$ cat src/rtl/tcp_handler_pkg.sv
// -----------------------------------------------------------------------------
// tcp_handler_pkg
//   Shared types and widths for the TCP RX session reader.
//   - notification_t : TOE notification word (88 bits)
//                      [15:0] session, [31:16] length, [63:32] ip,
//                      [79:64] port, [80] closed, [87:81] reserved
//   - read_pkg_t     : read request word (32 bits)
//                      [15:0] session, [31:16] length
//   - pending_t      : one outstanding read kept in the pending FIFO
//   - req_state_t / rsp_state_t : request and response FSM states
//   - clip_len()     : min(remaining, max_len) for splitting notifications
// -----------------------------------------------------------------------------
package tcp_handler_pkg;

  localparam int SESSION_W  = 16;
  localparam int LEN_W      = 16;
  localparam int NOTIF_W    = 88;
  localparam int READ_PKG_W = SESSION_W + LEN_W;

  // Per-packet byte accumulator; one bit wider than a length so an
  // over-long packet still reads as a mismatch instead of wrapping.
  localparam int ACC_W = 17;

  typedef logic [SESSION_W-1:0] session_t;
  typedef logic [LEN_W-1:0]     len_t;

  // Packed structs list fields MSB first.
  typedef struct packed {
    logic [6:0]  rsvd;
    logic        closed;
    logic [15:0] port;
    logic [31:0] ip;
    len_t        length;
    session_t    session;
  } notification_t;

  typedef struct packed {
    len_t     length;
    session_t session;
  } read_pkg_t;

  typedef struct packed {
    session_t session;
    len_t     len;
  } pending_t;

  typedef enum logic {
    Q_IDLE,
    Q_ISSUE
  } req_state_t;

  typedef enum logic {
    R_META,
    R_DATA
  } rsp_state_t;

  function automatic len_t clip_len(input len_t remaining, input len_t max_len);
    return (remaining > max_len) ? max_len : remaining;
  endfunction

endpackage

$ cat src/rtl/tcp_pending_fifo.sv
// -----------------------------------------------------------------------------
// tcp_pending_fifo
//   Synchronous FIFO of outstanding read requests (pending_t).
//   Ports:
//     clk, rst_n      : clock, asynchronous active-low reset
//     push, push_data : write request; ignored while full
//     pop             : remove head; ignored while empty
//     full, empty     : occupancy flags, decoded from the registered count
//     head            : oldest entry (valid while !empty)
//   DEPTH must be a power of two so the pointers wrap for free.
// -----------------------------------------------------------------------------
module tcp_pending_fifo
  import tcp_handler_pkg::*;
#(
  parameter int DEPTH = 8
) (
  input  logic     clk,
  input  logic     rst_n,
  input  logic     push,
  input  pending_t push_data,
  input  logic     pop,
  output logic     full,
  output logic     empty,
  output pending_t head
);

  localparam int PTR_W = (DEPTH > 1) ? $clog2(DEPTH) : 1;

  pending_t         mem [DEPTH];
  logic [PTR_W-1:0] wr_ptr;
  logic [PTR_W-1:0] rd_ptr;
  logic [PTR_W:0]   count;
  logic             do_push;
  logic             do_pop;

  // Full is decoded from the count as it stood at the start of the cycle,
  // so a pop in the same cycle cannot make room for a push while full.
  assign full    = (count == (PTR_W+1)'(DEPTH));
  assign empty   = (count == '0);
  assign do_push = push && !full;
  assign do_pop  = pop && !empty;
  assign head    = mem[rd_ptr];

  // NOTE: state registers use non-blocking (<=) so every flop samples the
  // pre-edge values, independent of the order of always blocks.
  always_ff @(posedge clk or negedge rst_n) begin
    if (!rst_n) begin
      wr_ptr <= '0;
      rd_ptr <= '0;
      count  <= '0;
    end else begin
      if (do_push) wr_ptr <= wr_ptr + 1'b1;
      if (do_pop)  rd_ptr <= rd_ptr + 1'b1;
      case ({do_push, do_pop})
        2'b10:   count <= count + 1'b1;
        2'b01:   count <= count - 1'b1;
        default: count <= count;
      endcase
    end
  end

  // NOTE: the storage array has no reset; an entry is only read after it was
  // written, and leaving it out keeps the array mappable to plain RAM.
  always_ff @(posedge clk) begin
    if (do_push) mem[wr_ptr] <= push_data;
  end

endmodule

$ cat src/rtl/tcp_rx_session_reader.sv
// -----------------------------------------------------------------------------
// tcp_rx_session_reader
//   Splits TOE notifications into read_package requests of at most
//   MAX_READ_BYTES, remembers each outstanding read in a pending FIFO and
//   matches the returning rx_metadata / rx_data stream against it. Payload is
//   forwarded to the application tagged with its session; session and length
//   mismatches are counted and latch err_sticky.
//
//   Ports:
//     net_clk, net_aresetn          : clock, asynchronous active-low reset
//     s_axis_notif_*                : notification in (notification_t)
//     m_axis_read_pkg_*             : read request out (read_pkg_t)
//     s_axis_rx_meta_*              : session of the next rx payload
//     s_axis_rx_data_*              : rx payload beats
//     m_axis_app_*                  : payload to application + session tag
//     stat_*_cnt                    : statistics, CNT_W bits, wrapping
//     err_sticky                    : any mismatch since reset
// -----------------------------------------------------------------------------
module tcp_rx_session_reader
  import tcp_handler_pkg::*;
#(
  parameter int DATA_WIDTH     = 64,
  parameter int MAX_READ_BYTES = 1536,
  parameter int PENDING_DEPTH  = 8,
  parameter int CNT_W          = 32
) (
  input  logic                    net_clk,
  input  logic                    net_aresetn,

  input  logic                    s_axis_notif_valid,
  output logic                    s_axis_notif_ready,
  input  logic [NOTIF_W-1:0]      s_axis_notif_data,

  output logic                    m_axis_read_pkg_valid,
  input  logic                    m_axis_read_pkg_ready,
  output logic [READ_PKG_W-1:0]   m_axis_read_pkg_data,

  input  logic                    s_axis_rx_meta_valid,
  output logic                    s_axis_rx_meta_ready,
  input  logic [SESSION_W-1:0]    s_axis_rx_meta_data,

  input  logic                    s_axis_rx_data_valid,
  output logic                    s_axis_rx_data_ready,
  input  logic [DATA_WIDTH-1:0]   s_axis_rx_data_data,
  input  logic [DATA_WIDTH/8-1:0] s_axis_rx_data_keep,
  input  logic                    s_axis_rx_data_last,

  output logic                    m_axis_app_valid,
  input  logic                    m_axis_app_ready,
  output logic [DATA_WIDTH-1:0]   m_axis_app_data,
  output logic [DATA_WIDTH/8-1:0] m_axis_app_keep,
  output logic                    m_axis_app_last,
  output logic [SESSION_W-1:0]    m_axis_app_session,

  output logic [CNT_W-1:0]        stat_notif_cnt,
  output logic [CNT_W-1:0]        stat_req_cnt,
  output logic [CNT_W-1:0]        stat_byte_cnt,
  output logic [CNT_W-1:0]        stat_sess_err_cnt,
  output logic [CNT_W-1:0]        stat_len_err_cnt,
  output logic                    err_sticky
);

  localparam int   KEEP_W  = DATA_WIDTH / 8;
  localparam len_t MAX_LEN = len_t'(MAX_READ_BYTES);

  // ---------------------------------------------------------------------------
  // Pending FIFO
  // ---------------------------------------------------------------------------
  logic     fifo_push;
  pending_t fifo_push_data;
  logic     fifo_pop;
  logic     fifo_full;
  logic     fifo_empty;
  pending_t fifo_head;

  tcp_pending_fifo #(
    .DEPTH (PENDING_DEPTH)
  ) u_pending_fifo (
    .clk       (net_clk),
    .rst_n     (net_aresetn),
    .push      (fifo_push),
    .push_data (fifo_push_data),
    .pop       (fifo_pop),
    .full      (fifo_full),
    .empty     (fifo_empty),
    .head      (fifo_head)
  );

  // ---------------------------------------------------------------------------
  // Request side: notification -> read_package requests
  // ---------------------------------------------------------------------------
  req_state_t    q_state;
  session_t      req_session;
  len_t          remaining;
  len_t          req_len;
  notification_t notif;
  logic          notif_fire;
  logic          req_fire;
  len_t          rem_after;

  assign notif = notification_t'(s_axis_notif_data);

  // ip, port and closed carry nothing this block needs.
  logic unused_notif_bits;
  assign unused_notif_bits = ^{notif.rsvd, notif.closed, notif.ip, notif.port};

  assign s_axis_notif_ready = (q_state == Q_IDLE);
  assign notif_fire         = s_axis_notif_valid && s_axis_notif_ready;

  // Valid is gated by full; full can only rise through our own accepted push,
  // so a request that is already offered is never withdrawn.
  assign m_axis_read_pkg_valid = (q_state == Q_ISSUE) && !fifo_full;
  assign m_axis_read_pkg_data  = read_pkg_t'{length: req_len, session: req_session};
  assign req_fire              = m_axis_read_pkg_valid && m_axis_read_pkg_ready;
  assign rem_after             = remaining - req_len;

  assign fifo_push      = req_fire;
  assign fifo_push_data = pending_t'{session: req_session, len: req_len};

  always_ff @(posedge net_clk or negedge net_aresetn) begin
    if (!net_aresetn) begin
      q_state        <= Q_IDLE;
      req_session    <= '0;
      remaining      <= '0;
      req_len        <= '0;
      stat_notif_cnt <= '0;
      stat_req_cnt   <= '0;
    end else begin
      case (q_state)
        Q_IDLE: begin
          if (notif_fire) begin
            stat_notif_cnt <= stat_notif_cnt + 1'b1;
            // Zero-length notifications are counted and dropped.
            if (notif.length != '0) begin
              req_session <= notif.session;
              remaining   <= notif.length;
              req_len     <= clip_len(notif.length, MAX_LEN);
              q_state     <= Q_ISSUE;
            end
          end
        end
        Q_ISSUE: begin
          // req_len only moves on acceptance, keeping data stable under stall.
          if (req_fire) begin
            stat_req_cnt <= stat_req_cnt + 1'b1;
            remaining    <= rem_after;
            req_len      <= clip_len(rem_after, MAX_LEN);
            if (rem_after == '0) q_state <= Q_IDLE;
          end
        end
        default: q_state <= Q_IDLE;
      endcase
    end
  end

  // ---------------------------------------------------------------------------
  // Response side: meta + payload matched against the pending FIFO head
  // ---------------------------------------------------------------------------
  rsp_state_t       r_state;
  session_t         app_session_r;
  logic [ACC_W-1:0] acc;
  logic [ACC_W-1:0] beat_bytes;
  logic [ACC_W:0]   acc_sum;
  logic [ACC_W-1:0] acc_next;
  logic             in_data;
  logic             meta_fire;
  logic             beat_fire;
  logic             sess_err_evt;
  logic             len_err_evt;

  // Meta is only taken when there is a read to match it against; the head
  // then stays put until this packet's last beat pops it.
  assign s_axis_rx_meta_ready = (r_state == R_META) && !fifo_empty;
  assign meta_fire            = s_axis_rx_meta_valid && s_axis_rx_meta_ready;

  // Zero-latency pass-through while in a packet.
  assign in_data              = (r_state == R_DATA);
  assign s_axis_rx_data_ready = in_data && m_axis_app_ready;
  assign m_axis_app_valid     = in_data && s_axis_rx_data_valid;
  assign m_axis_app_data      = s_axis_rx_data_data;
  assign m_axis_app_keep      = s_axis_rx_data_keep;
  assign m_axis_app_last      = s_axis_rx_data_last;
  assign m_axis_app_session   = app_session_r;
  assign beat_fire            = m_axis_app_valid && m_axis_app_ready;

  // NOTE: combinational logic assigns its output a default before anything
  // else and uses blocking (=) so the running sum is read back in order;
  // a path that skips the assignment would infer a latch.
  always_comb begin
    beat_bytes = '0;
    for (int i = 0; i < KEEP_W; i++) begin
      beat_bytes = beat_bytes + ACC_W'(s_axis_rx_data_keep[i]);
    end
  end

  // Saturating accumulate including the current beat.
  assign acc_sum  = {1'b0, acc} + {1'b0, beat_bytes};
  assign acc_next = acc_sum[ACC_W] ? '1 : acc_sum[ACC_W-1:0];

  assign fifo_pop     = beat_fire && s_axis_rx_data_last;
  assign sess_err_evt = meta_fire && (s_axis_rx_meta_data != fifo_head.session);
  assign len_err_evt  = fifo_pop && (acc_next != {1'b0, fifo_head.len});

  always_ff @(posedge net_clk or negedge net_aresetn) begin
    if (!net_aresetn) begin
      r_state           <= R_META;
      app_session_r     <= '0;
      acc               <= '0;
      stat_byte_cnt     <= '0;
      stat_sess_err_cnt <= '0;
      stat_len_err_cnt  <= '0;
      err_sticky        <= 1'b0;
    end else begin
      case (r_state)
        R_META: begin
          if (meta_fire) begin
            // A session mismatch is recorded but the packet is still
            // forwarded under the session the meta word claims.
            app_session_r <= s_axis_rx_meta_data;
            acc           <= '0;
            r_state       <= R_DATA;
          end
        end
        R_DATA: begin
          if (beat_fire) begin
            stat_byte_cnt <= stat_byte_cnt + CNT_W'(beat_bytes);
            if (s_axis_rx_data_last) begin
              acc     <= '0;
              r_state <= R_META;
            end else begin
              acc <= acc_next;
            end
          end
        end
        default: r_state <= R_META;
      endcase

      if (sess_err_evt) stat_sess_err_cnt <= stat_sess_err_cnt + 1'b1;
      if (len_err_evt)  stat_len_err_cnt  <= stat_len_err_cnt + 1'b1;
      if (sess_err_evt || len_err_evt) err_sticky <= 1'b1;
    end
  end

endmodule

$ cat config.mk
export PLATFORM = sky130hd
export DESIGN_NAME = tcp_rx_session_reader
export DESIGN_NICKNAME = d
export VERILOG_FILES = /design/src/rtl/tcp_handler_pkg.sv /design/src/rtl/tcp_pending_fifo.sv /design/src/rtl/tcp_rx_session_reader.sv
export SDC_FILE = /design/constraint.sdc
export NUM_CORES = 1
export LEC_CHECK = 0
export CORE_MARGIN = 4
export CORE_UTILIZATION = 52
export DETAILED_ROUTE_END_ITERATION = 6
export GPL_ROUTABILITY_DRIVEN = 0
export PLACE_DENSITY = 0.81
export SKIP_CTS_REPAIR_TIMING = 1
export SYNTH_ARGS = -nofsm -noshare
export SYNTH_HDL_FRONTEND = slang
export SYNTH_SLANG_ARGS = --single-unit
$ cat constraint.sdc
create_clock -name net_clk -period 6.23 [get_ports net_clk]
set_clock_uncertainty 0.1 [all_clocks]
set_input_delay 1.869 -clock net_clk [delete_from_list [all_inputs] [get_ports net_clk]]
set_output_delay 1.869 -clock net_clk [all_outputs]
set_load 0.03 [all_outputs]
==> impl_metrics.toml, run 1 <==
[outcome]
violations = "negative setup slack"
status = "finished with violations"

[cells_and_area]
nets = 2274
fillers = 3087
multi_input_area_sq_um = 8690
antenna_cells = 0
register_area_sq_um = 14000
area.growth.synth_to_final_pct = 23.6
final_layout_size_suffix_gt1_share_pct = 15.3
instances_no_fill = 2682
final_cell_area_sq_um = 29000

[worst_setup_path]
endpoint_kind = "flop"
worstPathArrival_ps = 6950
required_ps = 6610
rr_worst_depth = 10
crit_path_start_kind = "input port"
crit_path_start = "s_axis_rx_data_keep[3]"
crit_type = "input port to flop"
critPathMaxFanout = 4
r2r_start = "u_pending_fifo.rd_ptr[0]$_DFFE_PN0P_"

[timing]
clock.fmax_ghz = 0.152
holdWs_ps = 373
layout_setup_ws_ps = -334
min_period_ps = 6560
min_period_over_period_pct = 105
tns_ps = -9380
tightest_slew_ps = 1300
rsz0062_at_grt = "true"
final_hold_viol_count = 0
setup_viol = 33
finalMaxSlewViolations = 0
max_slew_margin_pct = 12.5

[global_route]
grt_max_degree = 139
grt_pass1_wl_um = 86100
grt_pass1_vias = 15454
track_usage_pct = 22.4
antenna_found_initial = 0
grt_overflow = 0

[cts]
clk_pin_slew_ps = 60
clk_path_buf_depth = 3
clock_latency_ps = 600
tritoncts = "done"
cts-buffers-inserted = 51
cts_root_buf = "clkbuf_16"
ctsHtreeMaxLevel = 2
cts_num_sinks = 510

[yosys]
syn-cell-area_sq_um = 23400
ys_async_sr_fraction_pct = 49.8
ys_seq_elements = 510
synth_cell_types = 77
synth_ff_type = "edfxtp_1"
synthCells = 1766
syn_area_per_cell_sq_um = 13.3
synth_edf_count = 256
synthesis.nets = 1993
yosysSeqAreaShare_pct = 59.9
yosys_warnings = 0

[power]
combPwrFrac_pct = 32.9
p_leak_nw = 11.4
power_switching_mw = 3.96
power.density_nw_per_um2 = 405
p_int_mw = 7.76
power.total_mw = 11.7
ir_drop_mv = 0.364
seq_power_share_pct = 39.4
clkPwrFrac_pct = 27.7
swShare_pct = 33.8

[worst_hold_path]
hp-class = "flop to flop"
hold_depth = 1
hp-start = "stat_byte_cnt[31]$_DFFE_PN0P_"

[routing]
routedWlPerCell_um = 20.7
drtAntennaViolNets = 0
dr_total_vias = 15434
dr.pass1.iters = 5
first_iter_violations = 1212
drc = 0
via_per_inst = 5.75
wirelength_um = 55600

[die]
row_count = 77
start_util_pct = 52.8
fp.dieArea_sq_um = 48500
chipWidth_um = 220
io_pins = 471
core_area_sq_um = 44400
die_h_um = 220

[job]
cap_violations = 0

[placed_design]
dp_cells = 2579
portBuffers = 286
place_hpwl_um = 36600
placed_area_sq_um = 26900
==> final cells by class <==
cell class | count | area share (%)
timing repair buffer | 355 | 12.0
inverter | 54 | 0.726
sequential | 510 | 48.5
clock inverter | 16 | 0.946
multi-input combinational | 1075 | 30.0
tap | 592 | 2.56
clock buffer | 80 | 5.28
==> cell usage after synthesis, drive strengths merged (21+ instances only) <==
| cell type | number | area [sq um] |
|---|---|---|
| edfxtp | 256 | 7690 |
| nor2 | 88 | 333 |
| xor2 | 62 | 543 |
| buf | 102 | 783 |
| mux4 | 62 | 1410 |
| nand2 | 174 | 661 |
| dfrtp | 254 | 6360 |
| nor3 | 44 | 243 |
| nand3 | 71 | 390 |
| and3 | 21 | 131 |
| clkbuf | 25 | 93.8 |
| xnor2 | 139 | 1220 |
| o21ai | 46 | 230 |
| nand4 | 44 | 288 |
| ha | 35 | 438 |
| mux2i | 36 | 360 |
| a21oi | 40 | 200 |
| mux2 | 28 | 315 |
| inv | 54 | 203 |
==> layout by cell type, fill, tap and decap left out, types with 15 or more instances in the layout <==
| cell | n |
|---|---|
| and3_1 | 21 |
| edfxtp_1 | 256 |
| a21oi_1 | 39 |
| nor2_1 | 83 |
| mux2i_1 | 36 |
| buf_4 | 62 |
| xnor2_1 | 139 |
| nor3_2 | 15 |
| clkbuf_1 | 15 |
| nor4_1 | 15 |
| nand4_1 | 42 |
| mux4_2 | 58 |
| ha_1 | 32 |
| clkdlybuf4s50_1 | 282 |
| nand2_1 | 173 |
| inv_1 | 51 |
| dfrtp_1 | 251 |
| mux2_2 | 26 |
| nor3_1 | 22 |
| o21ai_0 | 41 |
| clkbuf_16 | 53 |
| xor2_1 | 61 |
| nand3_1 | 64 |
==> power groups by stage <==
stage	Combinational (mW)	Sequential [mW]	Clock, mW
5_1_grt	4.18	4.69	3.48
6_report	3.86	4.61	3.25
3_3_place_gp	3.62	4.63	0
3_5_place_dp	3.72	4.67	0
2_1_floorplan	2.57	4.69	0
4_1_cts	3.76	4.61	3.32
==> logic make-up (layout without fill, tap and decap cells) <==
| kind of cell | after synthesis | after routing | share of synthesized area, % |
|---|---|---|---|
| AND/OR/NAND/NOR | 529 | 529 | 11.5 |
| XOR/XNOR | 202 | 202 | 7.61 |
| buffers and inverters | 181 | 505 | 4.61 |
| multiplexers | 126 | 126 | 8.91 |
| adder cells (fa/ha/maj) | 43 | 43 | 2.55 |
| AO/OA/AOI/OAI | 175 | 175 | 4.85 |
| flip-flops | 510 | 510 | 59.9 |
==> critical path, cell delays in order <==
cell and delay, ps:
buf_8 90, inv_8 30, fa_1 540, fa_1 440
fa_1 520, inv_1 40, ha_2 180, fa_2 590
ha_4 220, a211oi_4 330, o21ba_4 200, a211o_1 150
a21oi_1 70, or4bb_1 510, nor4_2 360, and4_4 360
buf_6 120, nor2_4 30, mux2_4 300
==> worst paths after layout <==
| kind | endpoint | slack, ps |
|---|---|---|
| min | stat_byte_cnt[31]$_DFFE_PN0P_ | 370 |
| min in group asynchronous | req_session[9]$_DFFE_PN0P_ | 1170 |
| max reg2reg | stat_len_err_cnt[1]$_DFFE_PN0P_ | 2100 |
| min reg2reg | stat_byte_cnt[31]$_DFFE_PN0P_ | 370 |
| max in group asynchronous | stat_sess_err_cnt[29]$_DFFE_PN0P_ | 4100 |
| max | stat_len_err_cnt[1]$_DFFE_PN0P_ | -330 |
==> routing by layer <==
metal	vias to the layer above	track usage, %	wire length [um]
li1	6936	-	-
met1	7670	30.6	22400
met2	712	35.8	26800
met3	116	5.78	4830
met4	0	6.99	1600
met5	-	0	0
==> per-stage QoR <==
step	setup slack [ps]	utilization, %
detailed placement	-1550	60.6
floorplan	-543	-
global route	-450	65.2
CTS	-928	64.7
global placement	-1480	60.6
finish	-334	65.2
==> sequential cells by signal (all words and copies together), names as in the netlist, 4 cells and up <==
name                  flops
u_pending_fifo.count      4
remaining                16
u_pending_fifo.mem      256
stat_sess_err_cnt        32
m_axis_app_session       16
req_session              16
stat_notif_cnt           32
stat_req_cnt             32
req_len                  16
stat_len_err_cnt         32
stat_byte_cnt            32
acc                      17
Note: power is estimated with default switching activity, not from simulation.
==> run 2: changes to the inputs <==
--- a/config.mk
+++ b/config.mk
@@ -5,6 +5,7 @@
 export SDC_FILE = /design/constraint.sdc
 export NUM_CORES = 1
 export LEC_CHECK = 0
+export CAP_MARGIN = 10
 export CORE_MARGIN = 4
 export CORE_UTILIZATION = 52
 export DETAILED_ROUTE_END_ITERATION = 6
==> run 2 against run 1 <==
  * The flow still finishes with violations (negative setup slack)
  * Global-route usage is the same
  * Sequential share of layout area is essentially flat
  * Combinational power is essentially flat
  * Hold slack is essentially flat
  * Critical endpoint unchanged
  * Largest cell class unchanged
  * Largest power group unchanged
==> impl_metrics.toml, run 2 (synthesis gave the netlist of run 1 again) <==
[timing]
clock.fmax_ghz = 0.153
holdWs_ps = 373
min_period_over_period_pct = 105
finalMaxSlewViolations = 0
max_slew_margin_pct = 40.1
layout_setup_ws_ps = -326
min_period_ps = 6560
final_hold_viol_count = 0
rsz0062_at_grt = "true"
tightest_slew_ps = 898
setup_viol = 33

[worst_setup_path]
timing.rr.end = "stat_len_err_cnt[1]$_DFFE_PN0P_"
worstPathArrival_ps = 6940
endpoint_kind = "flop"
rr_worst_depth = 10
crit_path_start = "s_axis_rx_data_keep[3]"
r2r_start = "u_pending_fifo.rd_ptr[0]$_DFFE_PN0P_"
crit_end = "stat_len_err_cnt[1]$_DFFE_PN0P_"
critPathMaxFanout = 4
crit_path_start_kind = "input port"
r2r_setup_slack_ps = 2070
crit_type = "input port to flop"
required_ps = 6610

[routing]
routedWlPerCell_um = 20.7
dr.pass1.iters = 5
first_iter_violations = 1295
dr_total_vias = 15411
drc = 0
wirelength_um = 55600
via_per_inst = 5.74
drtAntennaViolNets = 0

[job]
cap_violations = 0

[cts]
cts_num_sinks = 510
clk_path_buf_depth = 3
clock_latency_ps = 600
tritoncts = "done"
cts_root_buf = "clkbuf_16"
clk_pin_slew_ps = 60
cts-buffers-inserted = 51
ctsHtreeMaxLevel = 2

[global_route]
antenna_found_initial = 0
grt_pass1_wl_um = 86100
grt_pass1_vias = 15454
grt_overflow = 0
track_usage_pct = 22.4
grt_max_degree = 139

[die]
start_util_pct = 52.8
row_count = 77
io_pins = 471
chipWidth_um = 220
core_area_sq_um = 44400
die_h_um = 220
fp.dieArea_sq_um = 48500

[placed_design]
portBuffers = 286
place_hpwl_um = 36600

[cells_and_area]
regMostFlops = "u_pending_fifo.mem"
largest_reg_flops = 256
final_layout_size_suffix_gt1_share_pct = 15.4
antenna_cells = 0
nets = 2275
area.growth.synth_to_final_pct = 23.6
layout_commonest_cell = "clkdlybuf4s50_1"
final_cell_mix = "clkdlybuf4s50_1 (282), edfxtp_1 (256), dfrtp_1 (251)"

[power]
power.density_nw_per_um2 = 404
ir_drop_mv = 0.364
power.total_mw = 11.7
p_leak_nw = 11.4

[worst_hold_path]
hp-start = "stat_byte_cnt[31]$_DFFE_PN0P_"
hp-class = "flop to flop"

[outcome]
status = "finished with violations"
violations = "negative setup slack"
==> run 2: cell types whose count changed in the layout (fill, tap and decap cells not counted), sizes merged <==
cell | previous run | this run
clkbuf | 82 | 83
==> run 2: per-layer routing <==
metal  up-vias  wire (um)  track usage (%)
met4         0       1600             6.99
met1      7671      22500             30.6
met3       113       4730             5.78
li1       6941          -                -
met5         -          0                0
met2       686      26800             35.8
==> run 2: power breakdown <==
part	total, mW	internal (mW)	leakage [nW]	switching [mW]
sequential	4.61	4.09	5.70	0.520
clock	3.25	1.95	0.884	1.30
combinational	3.85	1.72	4.81	2.14
total	11.7	7.76	11.4	3.95
==> run 2: critical path: stages <==
cell and delay [ps]:
buf_8 90, inv_8 30, fa_1 540, fa_1 440, fa_1 520, inv_1 40
ha_2 180, fa_2 590, ha_4 220, a211oi_4 330, o21ba_4 200, a211o_1 150
a21oi_1 70, or4bb_1 500, nor4_2 350, and4_4 360, buf_6 120, nor2_4 30
mux2_4 300
==> run 2: area by class of cell <==
cell class / count / area, sq um
sequential: 510 / 14000
multi-input combinational: 1075 / 8690
clock buffer: 80 / 1530
tap: 592 / 741
inverter: 54 / 210
fill: 3087 / 15400
clock inverter: 16 / 274
timing repair buffer: 356 / 3470
==> run 2: how the worst min path moves through the flow <==
| stage | end | slack, ps | cells after the start |
|---|---|---|---|
| after floorplan | acc[3]$_DFFE_PN0P_ | 350 | 2 |
| after global placement | stat_len_err_cnt[31]$_DFFE_PN0P_ | 360 | 1 |
| after detailed placement | m_axis_app_session[12]$_DFFE_PN0P_ | 370 | 2 |
| after CTS | stat_notif_cnt[31]$_DFFE_PN0P_ | 380 | 1 |
| after global routing | stat_len_err_cnt[31]$_DFFE_PN0P_ | 390 | 1 |
| final | stat_byte_cnt[31]$_DFFE_PN0P_ | 370 | 1 |
==> run 2: per-stage QoR <==
stage / setup WS [ps] / cell area, sq um / instances / utilization, % / TNS, ps
global placement: -1480 / 26900 / 2579 / 60.6 / -57700
floorplan: -543 / 23700 / 1766 / - / -15600
finish: -326 / 29000 / 2683 / 65.2 / -9130
CTS: -928 / 28700 / 2675 / 64.7 / -29450
detailed placement: -1550 / 26900 / 2579 / 60.6 / -60260
global route: -450 / 29000 / 2683 / 65.2 / -13550
==> run 3: changes to the inputs <==
--- a/config.mk
+++ b/config.mk
@@ -6,7 +6,7 @@
 export NUM_CORES = 1
 export LEC_CHECK = 0
 export CAP_MARGIN = 10
-export CORE_MARGIN = 4
+export CORE_MARGIN = 8
 export CORE_UTILIZATION = 52
 export DETAILED_ROUTE_END_ITERATION = 6
 export GPL_ROUTABILITY_DRIVEN = 0
==> run 3 against run 2 <==
  * Die area grew 7.4%
  * The run still ends with negative setup slack left
  * Critical path type unchanged
  * Final area up 0.13%
  * Non-clock buffer count is 5 higher
  * First-iteration DRC count down 1.9%
  * Utilization is 0.23 points higher
  * Setup slack better by 34 ps
  * Combinational power increased by 1%
  * Final cell count up 0.34%
  * Clock power about the same
  * Sequential cell count is the same
  * Global-route usage decreased by 1.1 points
  * Critical endpoint is now stat_len_err_cnt[14]$_DFFE_PN0P_
==> impl_metrics.toml, run 3 (synthesis gave the netlist of run 1 again) <==
[outcome]
status = "finished with violations"
violations = "negative setup slack"

[routing]
via_per_inst = 5.73
drtAntennaViolNets = 0
dr.pass1.iters = 5
routedWlPerCell_um = 21.2
first_iter_violations = 1270
drc = 0
wirelength_um = 56900
dr_total_vias = 15416

[die]
chipWidth_um = 228
row_count = 77
die_h_um = 228
io_pins = 471
fp.dieArea_sq_um = 52100
core_area_sq_um = 44300
start_util_pct = 52.9

[worst_setup_path]
cpMaxStageDelayCell = "fa_2"
crit_top_cell = "fa_1"
critPathMaxFanout = 6
crit_type = "input port to flop"
crit_path_max_incr_delay_ps = 590
worstPathCellList = "buf_8 > inv_8 > fa_1 > fa_1 > fa_1 > inv_1 > ha_2 > fa_2 > inv_2 > fa_2 > nand2b_4 > a211o_4 > o31a_1 > nor3_1 > nand4_1 > nor4_4 > and4_4 > clkbuf_16 > nor4_4 > xor2_1"
crit_path_start_kind = "input port"
cp_num_buf_inv = 5
required_ps = 6630
crit_path_start = "s_axis_rx_data_keep[3]"
worstPathArrival_ps = 6920
crit_family = "adder cells"
endpoint_kind = "flop"
r2r_start = "u_pending_fifo.rd_ptr[0]$_DFFE_PN0P_"

[cells_and_area]
area.growth.synth_to_final_pct = 23.8
final_cell_area_sq_um = 29000
regMostFlops = "u_pending_fifo.mem"
final_layout_size_suffix_gt1_share_pct = 15.7
final_cell_mix = "clkdlybuf4s50_1 (282), edfxtp_1 (256), dfrtp_1 (251)"
largest_reg_flops = 256
antenna_cells = 0
nets = 2282
layout_commonest_cell = "clkdlybuf4s50_1"
final_core_util_pct = 65.4

[timing]
setup_viol = 33
holdWs_ps = 365
finalMaxSlewViolations = 0
layout_setup_ws_ps = -291
max_slew_margin_pct = 37.3
rsz0062_at_grt = "true"
final_hold_viol_count = 0
clock.fmax_ghz = 0.153
min_period_over_period_pct = 105
tightest_slew_ps = 941
min_period_ps = 6520

[cts]
cts-buffers-inserted = 53
cts_num_sinks = 510
tritoncts = "done"
clock_latency_ps = 630
clk_pin_slew_ps = 60
ctsHtreeMaxLevel = 2
clk_path_buf_depth = 3
cts_root_buf = "clkbuf_16"

[placed_design]
portBuffers = 286
pre_cts_ws_ps = -1570
placed_area_sq_um = 27000
place_hpwl_um = 38000

[power]
p_leak_nw = 11.4
power.total_mw = 11.7
ir_drop_mv = 0.312
power.density_nw_per_um2 = 405

[worst_hold_path]
hp-class = "flop to flop"
hp-start = "stat_len_err_cnt[31]$_DFFE_PN0P_"

[global_route]
grt_max_degree = 119
grt_overflow = 0
antenna_found_initial = 0
grt_pass1_vias = 15926
grt_pass1_wl_um = 89700
track_usage_pct = 21.3

[job]
cap_violations = 0
==> run 3: cell count changes in the layout (fill, tap and decap cells not counted), moves of 6 or more <==
cell,delta
clkinv_1,+7
clkbuf_8,-10
buf_4,+6
clkbuf_1,-6
clkinv_2,+8
==> run 3: power breakdown <==
group / switching (mW) / internal, mW
Clock: 1.36 / 1.86
Combinational: 2.16 / 1.73
Sequential: 0.531 / 4.09
==> run 3: cell type report <==
cell class | instances | area, sq um
Sequential cell | 510 | 14000
Clock buffer | 64 | 1390
Tap cell | 592 | 741
Multi-Input combinational cell | 1075 | 8680
Timing Repair Buffer | 361 | 3510
Fill cell | 3175 | 15300
Clock inverter | 36 | 422
Inverter | 54 | 210
==> run 3: layer usage <==
| layer | wire (um) | up-vias | share of wire [%] | GRT usage, % |
|---|---|---|---|---|
| met5 | 0 | - | 0 | 0 |
| met4 | 1300 | 0 | 2.3 | 6.24 |
| met3 | 4330 | 94 | 7.6 | 5.62 |
| met2 | 28100 | 629 | 49 | 35.3 |
| met1 | 23200 | 7734 | 41 | 27.6 |
| li1 | - | 6959 | - | - |
==> run 3: per-stage QoR <==
step / setup TNS (ps) / std cells
6_report: -8650 / 2692
5_1_grt: -12430 / 2692
4_1_cts: -29580 / 2689
3_5_place_dp: -62570 / 2589
3_3_place_gp: -58120 / 2589
2_1_floorplan: -15600 / 1766
==> run 3: worst paths after layout <==
| path | end | slack [ps] | cells after the start |
|---|---|---|---|
| max | stat_len_err_cnt[14]$_DFFE_PN0P_ | -290 | 20 |
| min | stat_len_err_cnt[31]$_DFFE_PN0P_ | 360 | 1 |
| max reg2reg | stat_sess_err_cnt[27]$_DFFE_PN0P_ | 2020 | 10 |
| min reg2reg | stat_len_err_cnt[31]$_DFFE_PN0P_ | 360 | 1 |
| max in group asynchronous | stat_sess_err_cnt[1]$_DFFE_PN0P_ | 3790 | 2 |
| min in group asynchronous | req_session[9]$_DFFE_PN0P_ | 1240 | 1 |
==> run 3: worst register-to-register path: cells and delay by family (launching register included) <==
kind	cells	cell delay, ps
and+or+nand+nor	5	1400
buffers and inverters	1	450
xor gates and xnor gates	2	310
muxes	2	870
DFF	1	950
